[config.mk]
export PLATFORM = sky130hd
export DESIGN_NAME = decode_queue
export DESIGN_NICKNAME = d
export VERILOG_FILES = /design/src/rtl/decode_pkg.sv /design/src/rtl/decode_comb.sv /design/src/rtl/decode_queue.sv
export SDC_FILE = /design/constraint.sdc
export NUM_CORES = 1
export LEC_CHECK = 0
export ABC_CLOCK_PERIOD_IN_PS = 5200
export CORE_MARGIN = 5
export CORE_UTILIZATION = 31
export DETAILED_ROUTE_END_ITERATION = 16
export PLACE_DENSITY = 0.48
export REMOVE_ABC_BUFFERS = 1
export SLEW_MARGIN = 20
export SYNTH_ARGS = -nofsm -noshare
export SYNTH_HDL_FRONTEND = slang
export SYNTH_HIERARCHICAL = 1
export SYNTH_SLANG_ARGS = --single-unit
export TNS_END_PERCENT = 10
[constraint.sdc]
create_clock -name clk -period 5.2 [get_ports clk]
set_input_delay 1.04 -clock clk [delete_from_list [all_inputs] [get_ports clk]]
set_output_delay 1.04 -clock clk [all_outputs]
set_load 0.1 [all_outputs]
[src/rtl/decode_pkg.sv]
// rtl/decode_pkg.sv - shared opcode constants, operation-class bit indices and decoded record type
// Feature macro: DECODE_ILLEGAL_TRAP_EN (consumed by decode_comb and decode_queue)
package decode_pkg;

   localparam int OPC_W     = 4;
   localparam int NUM_OPS   = 11;
   localparam int DEF_REG_W = 4;
   localparam int DEF_IMM_W = 2 * DEF_REG_W;

   localparam logic [OPC_W-1:0] OP_NOP   = 4'd0;
   localparam logic [OPC_W-1:0] OP_BR    = 4'd1;
   localparam logic [OPC_W-1:0] OP_CMP   = 4'd2;
   localparam logic [OPC_W-1:0] OP_ADD   = 4'd3;
   localparam logic [OPC_W-1:0] OP_SUB   = 4'd4;
   localparam logic [OPC_W-1:0] OP_MUL   = 4'd5;
   localparam logic [OPC_W-1:0] OP_DIV   = 4'd6;
   localparam logic [OPC_W-1:0] OP_LDR   = 4'd7;
   localparam logic [OPC_W-1:0] OP_STR   = 4'd8;
   localparam logic [OPC_W-1:0] OP_CONST = 4'd9;
   localparam logic [OPC_W-1:0] OP_HALT  = 4'd15;

   // Bit positions inside the one-hot dec_op vector
   typedef enum logic [3:0] {
      OPB_NOP, OPB_BR, OPB_CMP, OPB_ADD, OPB_SUB, OPB_MUL,
      OPB_DIV, OPB_LDR, OPB_STR, OPB_CONST, OPB_HALT
   } op_bit_e;

   // Decoded record at the default register width
   typedef struct packed {
      logic [OPC_W-1:0]     opcode;
      logic [DEF_REG_W-1:0] rd;
      logic [DEF_REG_W-1:0] rs;
      logic [DEF_REG_W-1:0] rt;
      logic [DEF_IMM_W-1:0] imm;
      logic [DEF_REG_W-1:0] cond;
      logic [NUM_OPS-1:0]   op;
   } decoded_t;

endpackage

[src/rtl/decode_comb.sv]
// rtl/decode_comb.sv - pure combinational raw instruction to decoded fields
// Ports: instr (raw word) in; opcode/rd/rs/rt/imm/cond/op decoded fields out;
//        illegal_op out only when DECODE_ILLEGAL_TRAP_EN is defined.
module decode_comb import decode_pkg::*; #(
   parameter int  REG_W   = DEF_REG_W,
   localparam int IMM_W   = 2 * REG_W,
   localparam int INSTR_W = OPC_W + 3 * REG_W
) (
   input  logic [INSTR_W-1:0] instr,
   output logic [OPC_W-1:0]   opcode,
   output logic [REG_W-1:0]   rd,
   output logic [REG_W-1:0]   rs,
   output logic [REG_W-1:0]   rt,
   output logic [IMM_W-1:0]   imm,
   output logic [REG_W-1:0]   cond,
`ifdef DECODE_ILLEGAL_TRAP_EN
   output logic               illegal_op,
`endif
   output logic [NUM_OPS-1:0] op
);

   logic [REG_W-1:0] fa, fb, fc;

   assign opcode = instr[INSTR_W-1 -: OPC_W];
   assign fa     = instr[3*REG_W-1 : 2*REG_W];
   assign fb     = instr[2*REG_W-1 : REG_W];
   assign fc     = instr[REG_W-1 : 0];

   always_comb begin
      rd   = '0;
      rs   = '0;
      rt   = '0;
      imm  = '0;
      cond = '0;
      op   = '0;
`ifdef DECODE_ILLEGAL_TRAP_EN
      illegal_op = 1'b0;
`endif
      case (opcode)
         OP_NOP:   op[OPB_NOP] = 1'b1;
         OP_BR:    begin cond = fa; imm = {fb, fc}; op[OPB_BR] = 1'b1; end
         OP_CMP:   begin rs = fb; rt = fc; op[OPB_CMP] = 1'b1; end
         OP_ADD:   begin rd = fa; rs = fb; rt = fc; op[OPB_ADD] = 1'b1; end
         OP_SUB:   begin rd = fa; rs = fb; rt = fc; op[OPB_SUB] = 1'b1; end
         OP_MUL:   begin rd = fa; rs = fb; rt = fc; op[OPB_MUL] = 1'b1; end
         OP_DIV:   begin rd = fa; rs = fb; rt = fc; op[OPB_DIV] = 1'b1; end
         OP_LDR:   begin rd = fa; rs = fb; op[OPB_LDR] = 1'b1; end
         OP_STR:   begin rs = fb; rt = fc; op[OPB_STR] = 1'b1; end
         OP_CONST: begin rd = fa; imm = {fb, fc}; op[OPB_CONST] = 1'b1; end
         OP_HALT:  op[OPB_HALT] = 1'b1;
         default: begin
            // Opcodes 10-14 are unassigned: trap as HALT class or treat as NOP
`ifdef DECODE_ILLEGAL_TRAP_EN
            op[OPB_HALT] = 1'b1;
            illegal_op   = 1'b1;
`else
            op[OPB_NOP]  = 1'b1;
`endif
         end
      endcase
   end

endmodule

[src/rtl/decode_queue.sv]
// rtl/decode_queue.sv - decoder with in-order FIFO of decoded records, halt latch, flush and optional illegal trap
// Ports: clk, reset_n (async active-low), flush (sync clear);
//        fetch side instr_valid/instr_ready/instr; scheduler side dec_valid/dec_ready and dec_* fields;
//        halted, count, and illegal (only when DECODE_ILLEGAL_TRAP_EN is defined).
module decode_queue import decode_pkg::*; #(
   parameter int  REG_W   = DEF_REG_W,
   parameter int  DEPTH   = 2,
   localparam int IMM_W   = 2 * REG_W,
   localparam int INSTR_W = OPC_W + 3 * REG_W,
   localparam int CNT_W   = $clog2(DEPTH) + 1
) (
   input  logic               clk,
   input  logic               reset_n,
   input  logic               flush,
   input  logic               instr_valid,
   output logic               instr_ready,
   input  logic [INSTR_W-1:0] instr,
   output logic               dec_valid,
   input  logic               dec_ready,
   output logic [OPC_W-1:0]   dec_opcode,
   output logic [REG_W-1:0]   dec_rd,
   output logic [REG_W-1:0]   dec_rs,
   output logic [REG_W-1:0]   dec_rt,
   output logic [IMM_W-1:0]   dec_imm,
   output logic [REG_W-1:0]   dec_cond,
   output logic [NUM_OPS-1:0] dec_op,
   output logic               halted,
`ifdef DECODE_ILLEGAL_TRAP_EN
   output logic               illegal,
`endif
   output logic [CNT_W-1:0]   count
);

   localparam int PTR_W = $clog2(DEPTH);

   typedef struct packed {
      logic [OPC_W-1:0]   opcode;
      logic [REG_W-1:0]   rd;
      logic [REG_W-1:0]   rs;
      logic [REG_W-1:0]   rt;
      logic [IMM_W-1:0]   imm;
      logic [REG_W-1:0]   cond;
      logic [NUM_OPS-1:0] op;
   } rec_t;

   rec_t             rec_in, head;
   rec_t             mem_q [DEPTH];
   rec_t             mem_d [DEPTH];
   logic [PTR_W-1:0] wr_ptr_q, wr_ptr_d, rd_ptr_q, rd_ptr_d;
   logic [CNT_W-1:0] count_q, count_d;
   logic             halted_q, halted_d;
   logic             full, push, pop;
`ifdef DECODE_ILLEGAL_TRAP_EN
   logic             in_illegal;
   logic             illegal_q, illegal_d;
`endif

   decode_comb #(.REG_W(REG_W)) u_decode (
      .instr      (instr),
      .opcode     (rec_in.opcode),
      .rd         (rec_in.rd),
      .rs         (rec_in.rs),
      .rt         (rec_in.rt),
      .imm        (rec_in.imm),
      .cond       (rec_in.cond),
`ifdef DECODE_ILLEGAL_TRAP_EN
      .illegal_op (in_illegal),
`endif
      .op         (rec_in.op)
   );

   // Gating with reset_n keeps instr_ready low for the whole reset interval
   assign full        = (count_q == CNT_W'(DEPTH));
   assign instr_ready = reset_n && !full && !halted_q && !flush;
   assign push        = instr_valid && instr_ready;
   assign dec_valid   = (count_q != '0);
   assign pop         = dec_valid && dec_ready && !flush;
   assign head        = mem_q[rd_ptr_q];
   assign halted      = halted_q;
   assign count       = count_q;
`ifdef DECODE_ILLEGAL_TRAP_EN
   assign illegal     = illegal_q;
`endif

   // Head fields come straight from storage flops; forced to zero when empty
   always_comb begin
      dec_opcode = '0;
      dec_rd     = '0;
      dec_rs     = '0;
      dec_rt     = '0;
      dec_imm    = '0;
      dec_cond   = '0;
      dec_op     = '0;
      if (dec_valid) begin
         dec_opcode = head.opcode;
         dec_rd     = head.rd;
         dec_rs     = head.rs;
         dec_rt     = head.rt;
         dec_imm    = head.imm;
         dec_cond   = head.cond;
         dec_op     = head.op;
      end
   end

   always_comb begin
      mem_d    = mem_q;
      wr_ptr_d = wr_ptr_q;
      rd_ptr_d = rd_ptr_q;
      count_d  = count_q;
      halted_d = halted_q;
`ifdef DECODE_ILLEGAL_TRAP_EN
      illegal_d = illegal_q;
`endif
      if (flush) begin
         wr_ptr_d = '0;
         rd_ptr_d = '0;
         count_d  = '0;
         halted_d = 1'b0;
`ifdef DECODE_ILLEGAL_TRAP_EN
         illegal_d = 1'b0;
`endif
      end else begin
         if (push) begin
            mem_d[wr_ptr_q] = rec_in;
            wr_ptr_d        = wr_ptr_q + PTR_W'(1);
            if (rec_in.op[OPB_HALT]) halted_d = 1'b1;
`ifdef DECODE_ILLEGAL_TRAP_EN
            if (in_illegal) illegal_d = 1'b1;
`endif
         end
         if (pop) rd_ptr_d = rd_ptr_q + PTR_W'(1);
         count_d = count_q + CNT_W'(push) - CNT_W'(pop);
      end
   end

   always_ff @(posedge clk or negedge reset_n) begin
      if (!reset_n) begin
         mem_q    <= '{default: '0};
         wr_ptr_q <= '0;
         rd_ptr_q <= '0;
         count_q  <= '0;
         halted_q <= 1'b0;
`ifdef DECODE_ILLEGAL_TRAP_EN
         illegal_q <= 1'b0;
`endif
      end else begin
         mem_q    <= mem_d;
         wr_ptr_q <= wr_ptr_d;
         rd_ptr_q <= rd_ptr_d;
         count_q  <= count_d;
         halted_q <= halted_d;
`ifdef DECODE_ILLEGAL_TRAP_EN
         illegal_q <= illegal_d;
`endif
      end
   end

endmodule

[After elaboration in Yosys (flattened, before gate mapping)]
Cells that the tools add are included.
Operators by class
  eq/ne operators: 11
  bitwise gates (word level): 3
  reduce and logical (&&, ||, !) cells: 21
  add/subtract/negate cells: 4
  magnitude comparators: 3
  muxes and demuxes: 37
Operators with widths (count)
  two-way mux 39 bit: 4
  bitwise mux 78 bit: 1
  demux 39 bit (select 1 bit): 1
  two-way mux 4 bit: 9
  two-way mux 1 bit: 18
  == test 4 x 3 -> 1 bit, second input constant: 4
  two-way mux 8 bit: 2
  == test 4 bit, second input constant: 3
  OR reduction 6 bit: 2
  two-way mux 11 bit: 1
  OR reduction 10 bit: 1
  == test 4 x 2 -> 1 bit, second input constant: 2
  nonzero test 2 bit: 4
  logical AND 1 bit: 7
  OR reduction 7 bit: 1
  == test 4 x 1 -> 1 bit, second input constant: 1
  >= comparator 2 bit, second input constant: 2
  inverter 1 -> 2 bit: 2
  AND reduction 2 bit: 2
  zero test 1 bit: 3
  adder 1 bit, second input constant: 2
  adder 2 x 1 -> 2 bit: 1
  == test 2 bit, second input constant: 1
  less-than comparator 2 x 1 -> 1 bit, second input constant: 1
  4 further kinds: 4
Word-level totals
  register bits after elaboration: 83
  output and inout port bits: 44
  logic and storage cells: 97
  input port bits: 21

[Depth between registers and ports, before layout]
  depth in word-level cells: 9
  depth in mapped cells: 9
  depth with buffers taken out: 9

[Hierarchy]
Netlist, hierarchy kept.
Modules (own cells, without submodules)
  decode_queue: sequential area each 2077.0 µm², area each 3796.1 µm², times used 1, cells an instance 283
  decode_comb: sequential area each 0.0 µm², area each 426.7 µm², times used 1, cells an instance 70

[Worst setup path after synthesis]
OpenSTA, ideal clock, no wires.
  path kind: reg2out
  start: register count_q[1] (netlist: count[1])
  end: output dec_cond[1]
  data required time: 4160 ps
  path buffers: 1
  slack: 1493 ps
  cell stages (with the launch flop): 4
  arrival: 2667 ps
  path through: dfrtp_1 nor2_1 clkbuf_1 nor2_1
Between the ends
  longest elaborated chain between the ends: 2
Ends and longest elaborated chain
  start, declared: line decode_queue.sv:50  | logic [CNT_W-1:0] count_q, count_d;
  start signal, assigned: line decode_queue.sv:150  | count_q <= count_d;
  nonzero test 2 bit: line decode_queue.sv:76  | assign dec_valid = (count_q != '0);
  two-way mux 4 bit: line decode_queue.sv:94  | if (dec_valid) begin
  end, declared: line decode_queue.sv:25  | output logic [REG_W-1:0] dec_cond,
No other way between the ends.

[Worst setup path after layout]
  start: register rd_ptr_q
  end: output dec_op[2]
Between the ends
  longest elaborated chain between the ends: 5
Ends and longest elaborated chain
  start, declared: line decode_queue.sv:49  | logic [PTR_W-1:0] wr_ptr_q, wr_ptr_d, rd_ptr_q, rd_ptr_d;
  start signal, assigned: line decode_queue.sv:149  | rd_ptr_q <= rd_ptr_d;
  inverter 1 -> 2 bit (not written as such): line decode_queue.sv:78  | assign head = mem_q[rd_ptr_q];
  two-way mux 39 bit (not written as such) (3 in a row): line decode_queue.sv:78
  two-way mux 11 bit: line decode_queue.sv:94
  end, declared: line decode_queue.sv:26  | output logic [NUM_OPS-1:0] dec_op,
No other way between the ends. The select of a mux whose other input is x is not followed.

==> impl_metrics.env <==
export IMPL_path_max_fanout=21
export IMPL_yosysSeqAreaShare_pct=49.2
export IMPL_diodes=0
export IMPL_hold_class="register to register"
export IMPL_internal_power_mw=1.31
export IMPL_grt_pass1_vias=2988
export IMPL_syn_inst=353
export IMPL_ys_ff_latch=83
export IMPL_fin_worst_skew_ps=6.17
export IMPL_routed_wl_um=9600
export IMPL_p_comb_share_pct=22.2
export IMPL_drive_gt1_share_pct=24.9
export IMPL_grt_ovfl_total=0
export IMPL_die_w_um=127
export IMPL_synth_area_per_cell_um2=12.0
export IMPL_drt_iter0_drc=121
export IMPL_finalCriticalPeriod_ps=3880
export IMPL_io_buffers=64
export IMPL_maxCapViolCount=0
export IMPL_hold_buffers=0
export IMPL_worst_setup_path_start_kind="register"
export IMPL_final_nets=428
export IMPL_setup_violations=0
export IMPL_fill_cells=1286
export IMPL_status="complete, no violations"
export IMPL_rows=42
export IMPL_grt_total_usage_pct=12.5
export IMPL_fin_util_pct=39.9
export IMPL_multi_input_area_mm2=0.00196
export IMPL_fmax_mhz=258
export IMPL_endpoint_kind="output pin"
export IMPL_clock_latency_ps=330
export IMPL_avgRoutedWirePerCell_um=16.4
export IMPL_max_vdd_ir_drop_mv=0.128
export IMPL_arrival_ps=2840
export IMPL_synth_cell_types=38
export IMPL_register_area_mm2=0.00208
export IMPL_yosys_warnings=6
export IMPL_synth_area_mm2=0.00422
export IMPL_crit_required_ps=4160
export IMPL_tightestPinTransition_ps=1010
export IMPL_htree_num_levels=3
export IMPL_cts_setup_buffers=0
export IMPL_firstDrtPassIters=4
export IMPL_r2r_cells=4
export IMPL_path_clk_slew_ps=60
export IMPL_dr_total_vias=2755
export IMPL_rsz0062_at_grt="false"
export IMPL_detail_route_antenna_nets=0
export IMPL_die_h_um=127
export IMPL_grt_first_pass_wirelength_um=15800
export IMPL_vias_per_cell=4.71
export IMPL_grt_max_degree=87
export IMPL_p_leak_nw=2.36
export IMPL_io_pin_count=65
export IMPL_switchingPower_mw=0.563
export IMPL_crit_end="dec_op[2]"
export IMPL_switching_share_pct=30.1
export IMPL_hold_start="mem_q[68]$_DFFE_PN0P_"
export IMPL_path_class="register to output pin"
export IMPL_finalCritPeriodShare_pct=74.6
export IMPL_cts_tree="yes"
export IMPL_route_detailed_drc=0
export IMPL_p_per_area_mw_per_mm2=353
export IMPL_cts_resized=0
export IMPL_reg2reg_slack_ps=2710
export IMPL_drv_slew=0
export IMPL_die_area_mm2=0.0161
export IMPL_clockRootBuffer="clkbuf_16"
export IMPL_hold_viol_final=0
export IMPL_cts_buffers=9
export IMPL_place_gp_congestion=0.702
export IMPL_layout_cells_most_common_list="dfrtp_1 (82), mux2_2 (64), clkdlybuf4s50_1 (62)"
export IMPL_reg2reg_from="count[0]$_DFF_PN0_"
export IMPL_dpl_hpwl_um=6190
export IMPL_sequentialPowerShare_pct=41.4
export IMPL_start_util_pct=31.8
export IMPL_relSlewSlack_pct=32.4
export IMPL_power_mw=1.87
export IMPL_area_delta_synth_final_pct=25.6
export IMPL_setup_tns_ps=0
export IMPL_antenna_found_initial=0
export IMPL_r2r_end="mem_q[7]$_DFFE_PN0P_"
export IMPL_cp_startpoint="rd_ptr_q$_DFFE_PN0P_"
export IMPL_clkSinkCount=83
export IMPL_core_area_mm2=0.0133
export IMPL_clockPowerShare_pct=36.4
export IMPL_final_common_cell="dfrtp_1"
export IMPL_ctsLongestPathBuffers=2
[worst max-delay path, cell delays in order (launching register included)]
cell             delay [ps]
dfrtp_2                 790
buf_12                  290
mux2i_1                 120
nor2_1                  120
clkdlybuf4s50_1        1160
[how the worst min path moves through the flow]
stage / to / slack (ps) / depth (start not counted)
global placement: mem_q[68]$_DFFE_PN0P_ / 470 / 1
finish: mem_q[68]$_DFFE_PN0P_ / 490 / 1
floorplan: mem_q[67]$_DFFE_PN0P_ / 460 / 1
detailed placement: mem_q[71]$_DFFE_PN0P_ / 480 / 1
global route: mem_q[63]$_DFFE_PN0P_ / 510 / 1
CTS: mem_q[68]$_DFFE_PN0P_ / 500 / 1
[power groups by stage]
stage,logic [mW],registers [mW],clock network (mW)
6_report,0.416,0.774,0.681
5_1_grt,0.450,0.785,0.733
4_1_cts,0.425,0.776,0.706
3_5_place_dp,0.424,0.787,0
3_3_place_gp,0.419,0.784,0
2_1_floorplan,0.290,0.788,0
[area by class of cell]
class	instances	area share, %
multi-input combinational	231	37.0
tap	176	4.15
timing repair buffer	68	12.9
clock buffer	10	4.50
sequential	83	39.2
inverter	12	0.849
clock inverter	5	1.46
[cells in the mapped netlist]
cell type / number / area, µm²
a21boi_1: 4 / 30.0
inv_1: 11 / 41.3
nor2_2: 1 / 6.26
mux2_2: 64 / 721
nor2b_1: 2 / 12.5
nand2_1: 3 / 11.3
and4b_1: 1 / 10.0
nand4bb_1: 1 / 11.3
o21ai_1: 1 / 5.00
mux2i_1: 39 / 390
clkbuf_1: 10 / 37.5
xor2_1: 2 / 17.5
nand4_1: 1 / 6.26
nand2b_1: 8 / 50.1
mux2_1: 4 / 45.0
a31oi_1: 4 / 25.0
dfrtp_1: 83 / 2080
mux2_4: 10 / 150
o21bai_1: 1 / 7.51
nor3b_2: 1 / 12.5
nand4_2: 1 / 12.5
nor4b_2: 1 / 15.0
ha_1: 2 / 25.0
nor3_1: 4 / 20.0
buf_2: 11 / 55.1
or4b_1: 1 / 10.0
nand3b_1: 1 / 7.51
buf_4: 4 / 30.0
a41oi_1: 1 / 8.76
and2_1: 14 / 87.6
buf_6: 2 / 22.5
nor3b_1: 1 / 7.51
or4_1: 1 / 7.51
o32ai_1: 4 / 35.0
o21ai_0: 3 / 15.0
and3_1: 2 / 12.5
nor2_1: 48 / 180
inv_2: 1 / 3.75
[through the flow]
stage | instances | instance area [µm²] | hold WS (ps) | setup WS [ps]
floorplan | 326 | 4080 | 464 | 1060
global placement | 570 | 4980 | 475 | 1610
detailed placement | 570 | 4980 | 485 | 1580
CTS | 585 | 5300 | 499 | 1240
global route | 585 | 5310 | 512 | 1160
finish | 585 | 5310 | 492 | 1320
[flip-flops by register name, indices dropped and copies added (netlist names)]
signal / count
count: 2
wr_ptr_q: 1
halted: 1
mem_q: 78
rd_ptr_q: 1
[logic make-up after synthesis]
group           synth area share (%)
xor+xnor                       0.415
compound gates                  2.99
fa+ha+maj                      0.592
mux                             30.9
buf+inv                         4.50
simple gates                    11.4
flops                           49.2
[layer usage]
layer | track usage (%) | share of wire (%) | vias to the layer above
li1 | - | - | 1326
met1 | 16.5 | 48 | 1376
met2 | 20.0 | 48 | 45
met3 | 2.65 | 3.6 | 8
met4 | 4.92 | 1.2 | 0
met5 | 0 | 0 | -
Note: power is estimated with default switching activity, not from simulation.
